--- config.mk ---
export PLATFORM = sky130hd
export DESIGN_NAME = per_tx_handshake
export DESIGN_NICKNAME = d
export VERILOG_FILES = /design/src/rtl/per_tx_handshake.sv
export SDC_FILE = /design/constraint.sdc
export NUM_CORES = 1
export LEC_CHECK = 0
export ABC_AREA = 1
export CORE_MARGIN = 3
export CORE_UTILIZATION = 40
export DETAILED_ROUTE_END_ITERATION = 12
export PLACE_DENSITY = 0.64
export SLEW_MARGIN = 10
export SYNTH_ARGS = -nofsm -noshare
export SYNTH_HDL_FRONTEND = slang
export SYNTH_SLANG_ARGS = --single-unit
--- constraint.sdc ---
create_clock -name per_clock -period 4.8 [get_ports per_clock]
set_input_delay 0.96 -clock per_clock [delete_from_list [all_inputs] [get_ports per_clock]]
set_output_delay 0.96 -clock per_clock [all_outputs]
set_load 0.01 [all_outputs]
--- src/rtl/per_tx_handshake.sv ---
// per_tx_handshake: peripheral->CPU transmitter, a small FIFO drained over a send/ack 4-phase handshake
// Ports:
//   per_clock, per_reset_n     clock (posedge) and asynchronous active-low reset
//   per_wr_en, per_wr_dados    local push into the FIFO
//   per_full, per_wr_drop      FIFO full flag and rejected-push pulse
//   per_send, per_dados        handshake request and the word it carries (0 when idle)
//   per_ack                    receiver acknowledge
//   per_timeout_err            sticky flag: a request went unacknowledged for TIMEOUT cycles
//   per_err_clr                clears per_timeout_err
module per_tx_handshake #(
    parameter int DATA_W  = 4,
    parameter int DEPTH   = 4,
    parameter int TIMEOUT = 16
) (
    input  logic              per_clock,
    input  logic              per_reset_n,
    input  logic              per_wr_en,
    input  logic [DATA_W-1:0] per_wr_dados,
    output logic              per_full,
    output logic              per_wr_drop,
    output logic              per_send,
    output logic [DATA_W-1:0] per_dados,
    input  logic              per_ack,
    output logic              per_timeout_err,
    input  logic              per_err_clr
);
    localparam int AW = $clog2(DEPTH);
    localparam int CW = (TIMEOUT > 0) ? $clog2(TIMEOUT + 1) : 1;
    localparam logic [AW:0] FULL_CNT = (AW + 1)'(DEPTH);
    // The counter holds the number of ack-less SEND cycles already spent,
    // so the last permitted one is seen when it equals TIMEOUT-1.
    localparam logic [CW-1:0] TLAST = CW'((TIMEOUT > 0) ? TIMEOUT - 1 : 0);

    typedef enum logic [1:0] {IDLE, SEND, RELEASE} state_t;

    state_t            state_q, state_d;
    logic [DATA_W-1:0] mem_q [DEPTH];
    logic [DATA_W-1:0] mem_d [DEPTH];
    logic [AW-1:0]     wr_ptr_q, wr_ptr_d, rd_ptr_q, rd_ptr_d;
    logic [AW:0]       count_q, count_d;
    logic [CW-1:0]     cnt_q, cnt_d;
    logic              send_q, send_d, full_q, full_d, drop_q, drop_d, err_q, err_d;
    logic [DATA_W-1:0] dados_q, dados_d;
    logic              push, pop, timeout;

    // Fullness is judged on the count at the start of the cycle, so a push
    // into a full FIFO is dropped even when a pop happens in the same cycle.
    assign push    = per_wr_en && (count_q != FULL_CNT);
    assign pop     = (state_q == SEND) && per_ack;
    assign timeout = (TIMEOUT > 0) && (state_q == SEND) && !per_ack && (cnt_q == TLAST);

    always_comb begin
        mem_d = mem_q;
        if (push) mem_d[wr_ptr_q] = per_wr_dados;
        wr_ptr_d = wr_ptr_q + AW'(push);
        rd_ptr_d = rd_ptr_q + AW'(pop);
        count_d  = count_q + (AW + 1)'(push) - (AW + 1)'(pop);
        full_d   = count_d == FULL_CNT;
        drop_d   = per_wr_en && !push;
        state_d  = state_q;
        send_d   = send_q;
        dados_d  = dados_q;
        cnt_d    = cnt_q;
        // A timeout raised in the same cycle as a clear keeps the flag set.
        err_d    = timeout ? 1'b1 : (per_err_clr ? 1'b0 : err_q);
        case (state_q)
            IDLE: if (count_q != '0) begin
                state_d = SEND;
                send_d  = 1'b1;
                dados_d = mem_q[rd_ptr_q];
                cnt_d   = '0;
            end
            SEND: if (per_ack || timeout) begin
                // On timeout the head is left in place and offered again from IDLE.
                state_d = per_ack ? RELEASE : IDLE;
                send_d  = 1'b0;
                dados_d = '0;
            end else begin
                cnt_d = cnt_q + CW'(1);
            end
            RELEASE: state_d = per_ack ? RELEASE : IDLE;
            default: state_d = IDLE;
        endcase
    end

    always_ff @(posedge per_clock) begin
        mem_q <= mem_d;
    end

    always_ff @(posedge per_clock or negedge per_reset_n) begin
        if (!per_reset_n) begin
            state_q  <= IDLE;
            wr_ptr_q <= '0;
            rd_ptr_q <= '0;
            count_q  <= '0;
            cnt_q    <= '0;
            send_q   <= 1'b0;
            dados_q  <= '0;
            full_q   <= 1'b0;
            drop_q   <= 1'b0;
            err_q    <= 1'b0;
        end else begin
            state_q  <= state_d;
            wr_ptr_q <= wr_ptr_d;
            rd_ptr_q <= rd_ptr_d;
            count_q  <= count_d;
            cnt_q    <= cnt_d;
            send_q   <= send_d;
            dados_q  <= dados_d;
            full_q   <= full_d;
            drop_q   <= drop_d;
            err_q    <= err_d;
        end
    end

    assign per_send        = send_q;
    assign per_dados       = dados_q;
    assign per_full        = full_q;
    assign per_wr_drop     = drop_q;
    assign per_timeout_err = err_q;
endmodule

# Word-level counts from Yosys, hierarchy flattened
# Index checks and enable logic that the tools add are counted.
[op_classes]
eq_ne = 8
n_bitwise = 2
n_addsub = 5
mux = 21
order_cmp = 3
reduce_logical = 16
[ops]
columns = ["operator", "count"]
rows = [
  ["$mux 4", 5],
  ["$bwmux 16", 1],
  ["$mux 5", 2],
  ["$pmux 5 s2", 1],
  ["$bmux 4 s2", 1],
  ["$demux 4 s2", 1],
  ["$pmux 4 s2", 1],
  ["$ge 3x3->1 const B", 2],
  ["$logic_and 1x1->1", 6],
  ["$mux 2", 3],
  ["$not 2->3", 2],
  ["$pmux 2 s3", 1],
  ["$reduce_and 3->1", 2],
  ["$add 5x1->5 const B", 1],
  ["$eq 5x4->1 const B", 1],
  ["$add 2x1->2", 2],
  ["$mux 1", 4],
  ["$ne 2x2->1 const B", 2],
  ["$reduce_bool 2->1", 2],
  ["$add 3x1->3", 1],
  ["$eq 3x3->1 const B", 1],
  ["$lt 3x1->1 const B", 1],
  ["$ne 3x3->1 const B", 1],
  ["$reduce_bool 3->1", 1],
  ["other kinds (9)", 10],
]
[totals]
ff_bits = 38
input_bits = 9
out_inout_bits = 8
wordCells = 69

# Logic depth before layout (Yosys ltp)
[depth]
ltp_word = 6
depth_mapped = 12
ltp_nobuf = 12

# Worst setup path after synthesis
# OpenSTA, ideal clock, no wires.
[synth_path]
kind = "input-to-reg"
start = "in per_ack"
end = "reg full_q, in the netlist per_full"
required_time_ps = 4729
setup_slack_ps = 2593
path_buffers = 0
t_arrival_ps = 2136
stages = 10
setup_time_ps = 71
path_cell_list = "nand2_1 > inv_1 > nand2_1 > nand2_1 > ha_1 > fa_1 > nand3b_1 > nand2_1 > nand2_1 > nor2_1"
[synth_between]
elab_chain_len = 3
[synth_lines]
columns = ["item", "line_no", "rtl"]
rows = [
  ["start: declaration", "23", "input logic per_ack,"],
  ["$logic_and 1x1->1", "49", "assign pop = (state_q == SEND) && per_ack;"],
  ["$sub 3x1->3", "57", "count_d = count_q + (AW + 1)'(push) - (AW + 1)'(pop);"],
  ["named net count_d[2]", "40", "logic [AW:0] count_q, count_d;"],
  ["$eq 3x3->1", "58", "full_d = count_d == FULL_CNT;"],
  ["named net full_d", "42", "logic send_q, send_d, full_q, full_d, drop_q, drop_d, err_q, err_d;"],
  ["end signal: assignment", "110", "full_q <= full_d;"],
  ["end: declaration", "42", ""],
]
# The timed path passes the listed nets, and every way through them passes these cells.
# A chain may end at the register's enable or synchronous reset.

# Worst setup path in the final report
# Ends and elaborated chain as after synthesis.

==> summary.log <==
INFO  job            max_cap_viol_count=0
INFO  sta            report.final.hold_viol_count=0
INFO  critical_path  rr_worst_depth=12
INFO  sta            report.final.setup_viol=0
INFO  critical_path  worst-setup-path-type=in2reg
INFO  logic_synthesis synth_nets=202
INFO  sta            fin_tns_setup=0ns
INFO  critical_path  crit-reg2reg-launch=state_q[1]$_DFFE_PN0P_
INFO  final_layout   post_route_cells_drive_above_1_share=6.76%
INFO  detailed_routing detailedRoute.firstPassIterationCount=4
INFO  logic_synthesis synth_top_area_share=31.5%
INFO  power_and_ir_drop total_power_of_the_final_layout=1.27mW
INFO  power_and_ir_drop internal-power=0.819mW
INFO  logic_synthesis post_synth_inst_count=184
INFO  power_and_ir_drop power_per_cell_area=601mW/mm^2
INFO  global_routing first_global_vias=1,120
INFO  detailed_routing viasPerCell=4.56
INFO  detailed_routing via_count=1,173
INFO  place          place_hpwl=2140um
INFO  global_routing grt_overflow=0
INFO  clocking       ctsHoldBuffers=0
INFO  sta            relative_slew_slack=35.4%
INFO  global_routing grtUsageTotal=12.8%
INFO  die            top_ports=17
INFO  power_and_ir_drop seq_power_share=40.4%
INFO  critical_path  worst-path-max-fanout=4
INFO  sta            final_worst_path_cycle_share=52.7%
INFO  final_layout   layout.cells.most_common_list=sky130_fd_sc_hd__nand2_1 (71), sky130_fd_sc_hd__inv_1 (26), sky130_fd_sc_hd__dfrtp_1 (22)
INFO  critical_path  ff2ff_setup_slack=2.67ns
INFO  logic_synthesis ys.warnings.count=0
INFO  clocking       insertion_delay=0.29ns
INFO  clocking       clock-sinks=38
INFO  critical_path  worstReg2RegEnd=per_full$_DFF_PN0_
INFO  global_routing grt_first_pass_wirelength=5050um
INFO  final_layout   antenna-diode-count=0
INFO  detailed_routing postRouteWirelength=2840um
INFO  sta            hold_slack=0.471ns
INFO  clocking       clock_tree.root_cell=sky130_fd_sc_hd__clkbuf_8
INFO  detailed_routing residual_antenna_violating_net_count_after_detailed_routing=0
INFO  critical_path  timing.critical_path.required=5.02ns
INFO  critical_path  crit_end_element=flop
INFO  clocking       tritoncts=built
INFO  clocking       clkSlewWorstSetupHoldPaths=0.08ns
INFO  final_layout   most_frequent_standard_cell_in_the_layout_excluding_fill_and_tap_cells=sky130_fd_sc_hd__nand2_1
INFO  worst_hold_path hold-path-endpoint=per_dados[2]$_DFFE_PN0P_
INFO  die            initial_core_util=42.5%
INFO  worst_hold_path min_path_cells=2
INFO  logic_synthesis synth_seq_area_share=58.9%
INFO  power_and_ir_drop share_of_power_burned_in_combinational_logic=34.2%
INFO  sta            grt_setup_unrepaired=no
INFO  logic_synthesis synth.avg_cell_area=9.51um^2
INFO  logic_synthesis synth.cell_area=0.00175mm^2
INFO  logic_synthesis synth_seq_cells=38
INFO  power_and_ir_drop share_clk_of_total_power=25.4%
INFO  power_and_ir_drop p_leak=1.02nW
INFO  sta            max_freq=395MHz
INFO  logic_synthesis post_synth_num_cell_types=23
INFO  sta            timing_max_transition_violations_final=0
INFO  detailed_routing wl_per_cell=11.1um
INFO  power_and_ir_drop p_switching=0.448mW
INFO  critical_path  cp-start-kind=input pin
INFO  global_routing pin_count_of_the_biggest_net_entering_global_routing=23
INFO  worst_hold_path hold_path_class=reg2reg
INFO  sta            clock-skew-final=0.00693ns
INFO  final_layout   areaGrowthSynthToFinish=20.3%
INFO  sta            fin_crit=2.53ns
INFO  logic_synthesis post_synth_main_area_contributors=sky130_fd_sc_hd__dfrtp_1 (31%), sky130_fd_sc_hd__edfxtp_1 (27%), sky130_fd_sc_hd__nand2_1 (15%)
INFO  die            num_rows=23
INFO  detailed_routing first_iter_violations=83
INFO  global_routing antenna_found_initial=0
INFO  clocking       ctsHtreeMaxLevel=2
INFO  sta            timing_worst_slew_pin_value=0.966ns
INFO  die            die_height=72.2um
INFO  logic_synthesis synth.largest_area_cell=sky130_fd_sc_hd__dfrtp_1
INFO  final_layout   design.final.nets=224
INFO  clocking       post_cts_buffers=0
INFO  die            placeableCoreArea=0.00412mm^2
INFO  worst_hold_path worst_hold_startpoint=per_dados[2]$_DFFE_PN0P_
INFO  die            die_width=72.2um
INFO  final_layout   final.fill_count=382
INFO  place          port_buffers=16
INFO  power_and_ir_drop p_sw_share=35.4%
INFO  detailed_routing drc=0
INFO  critical_path  critPathArrivalTime=2.75ns
INFO  status         outcome=completed
INFO  place          routabilityCongestion=0.805
INFO  clocking       clk_buf_depth=2
INFO  clocking       cts-buffers-inserted=5
INFO  clocking       post_cts.resized_instances=0
INFO  final_layout   final_core_utilization=51.2%
INFO  power_and_ir_drop ir_worst_vdd=0.235mV
INFO  die            die-area=0.00521mm^2
[cell usage after synthesis, drive strengths merged]
cell / instances
xor2: 2
dfrtp: 22
nand4: 1
nand3: 11
inv: 27
xnor2: 1
o22ai: 1
nor3: 4
nand2: 72
ha: 8
fa: 1
edfxtp: 16
nand3b: 2
nor2: 10
buf: 1
o21ai: 5
[power by group through the flow]
stage                     registers [mW]  logic (mW)  clock network (mW)
final                              0.511       0.434               0.322
after global routing               0.528       0.514               0.342
after CTS                          0.512       0.445               0.330
after detailed placement           0.519       0.443                   0
after global placement             0.517       0.434                   0
after floorplan                    0.504       0.319                   0
[logic make-up (layout without fill, tap and decap cells)]
family | count (synthesis) | in the layout | share of synthesized area [%]
AND/OR/NAND/NOR | 100 | 100 | 24.9
flip-flops | 38 | 38 | 58.9
buffers and inverters | 28 | 51 | 6.08
adder cells (fa/ha/maj) | 9 | 9 | 6.86
AO/OA/AOI/OAI | 6 | 6 | 1.79
XOR/XNOR | 3 | 3 | 1.50
[sequential cells by signal, summed over array words and instances, names as in the netlist]
signal,cells
cnt_q,5
count_q,3
mem_q,16
per_dados,4
per_full,1
per_send,1
per_timeout_err,1
per_wr_drop,1
rd_ptr_q,2
state_q,2
wr_ptr_q,2
[area by class of cell]
cell class	count	area, um^2	share of cell area [%]
timing repair buffer	16	160	7.61
inverter	27	101	4.81
sequential	38	1030	49.0
multi-input combinational	118	613	29.1
clock buffer	5	68.8	3.27
tap	50	62.6	2.97
clock inverter	3	68.8	3.27
[through the flow]
stage               instances  worst slack (ns)  area [um^2]
global placement          249              2.02         1970
detailed placement        249              1.97         1970
global route              257              2.14         2110
finish                    257              2.27         2110
CTS                       257              2.28         2110
floorplan                 184              2.59         1750
[how the worst max path moves through the flow]
stage / slack [ns] / endpoint / startpoint / depth (start not counted)
after global placement: 2.02 / per_full$_DFF_PN0_ / per_ack / 11
after floorplan: 2.59 / per_full$_DFF_PN0_ / per_ack / 10
after detailed placement: 1.97 / per_full$_DFF_PN0_ / per_ack / 11
after global routing: 2.14 / per_full$_DFF_PN0_ / per_ack / 11
after CTS: 2.28 / per_full$_DFF_PN0_ / per_ack / 11
final: 2.27 / per_full$_DFF_PN0_ / per_ack / 11
[layer usage]
| layer | share of wire, % | vias to the layer above | global-route usage, % |
|---|---|---|---|
| met5 | 0 | - | 0 |
| met4 | 1.9 | 0 | 5.01 |
| met3 | 4.0 | 5 | 4.57 |
| li1 | - | 617 | - |
| met2 | 47 | 16 | 19.7 |
| met1 | 47 | 535 | 16.4 |
[critical path: stages]
cell	delay (ns)
sky130_fd_sc_hd__clkdlybuf4s50_1	0.45
sky130_fd_sc_hd__nand2_1	0.16
sky130_fd_sc_hd__inv_1	0.07
sky130_fd_sc_hd__nand2_1	0.11
sky130_fd_sc_hd__nand2_1	0.07
sky130_fd_sc_hd__ha_1	0.18
sky130_fd_sc_hd__fa_1	0.37
sky130_fd_sc_hd__nand3b_1	0.16
sky130_fd_sc_hd__nand2_1	0.08
sky130_fd_sc_hd__nand2_1	0.05
sky130_fd_sc_hd__nor2_1	0.08
Note: power is estimated with default switching activity, not from simulation.
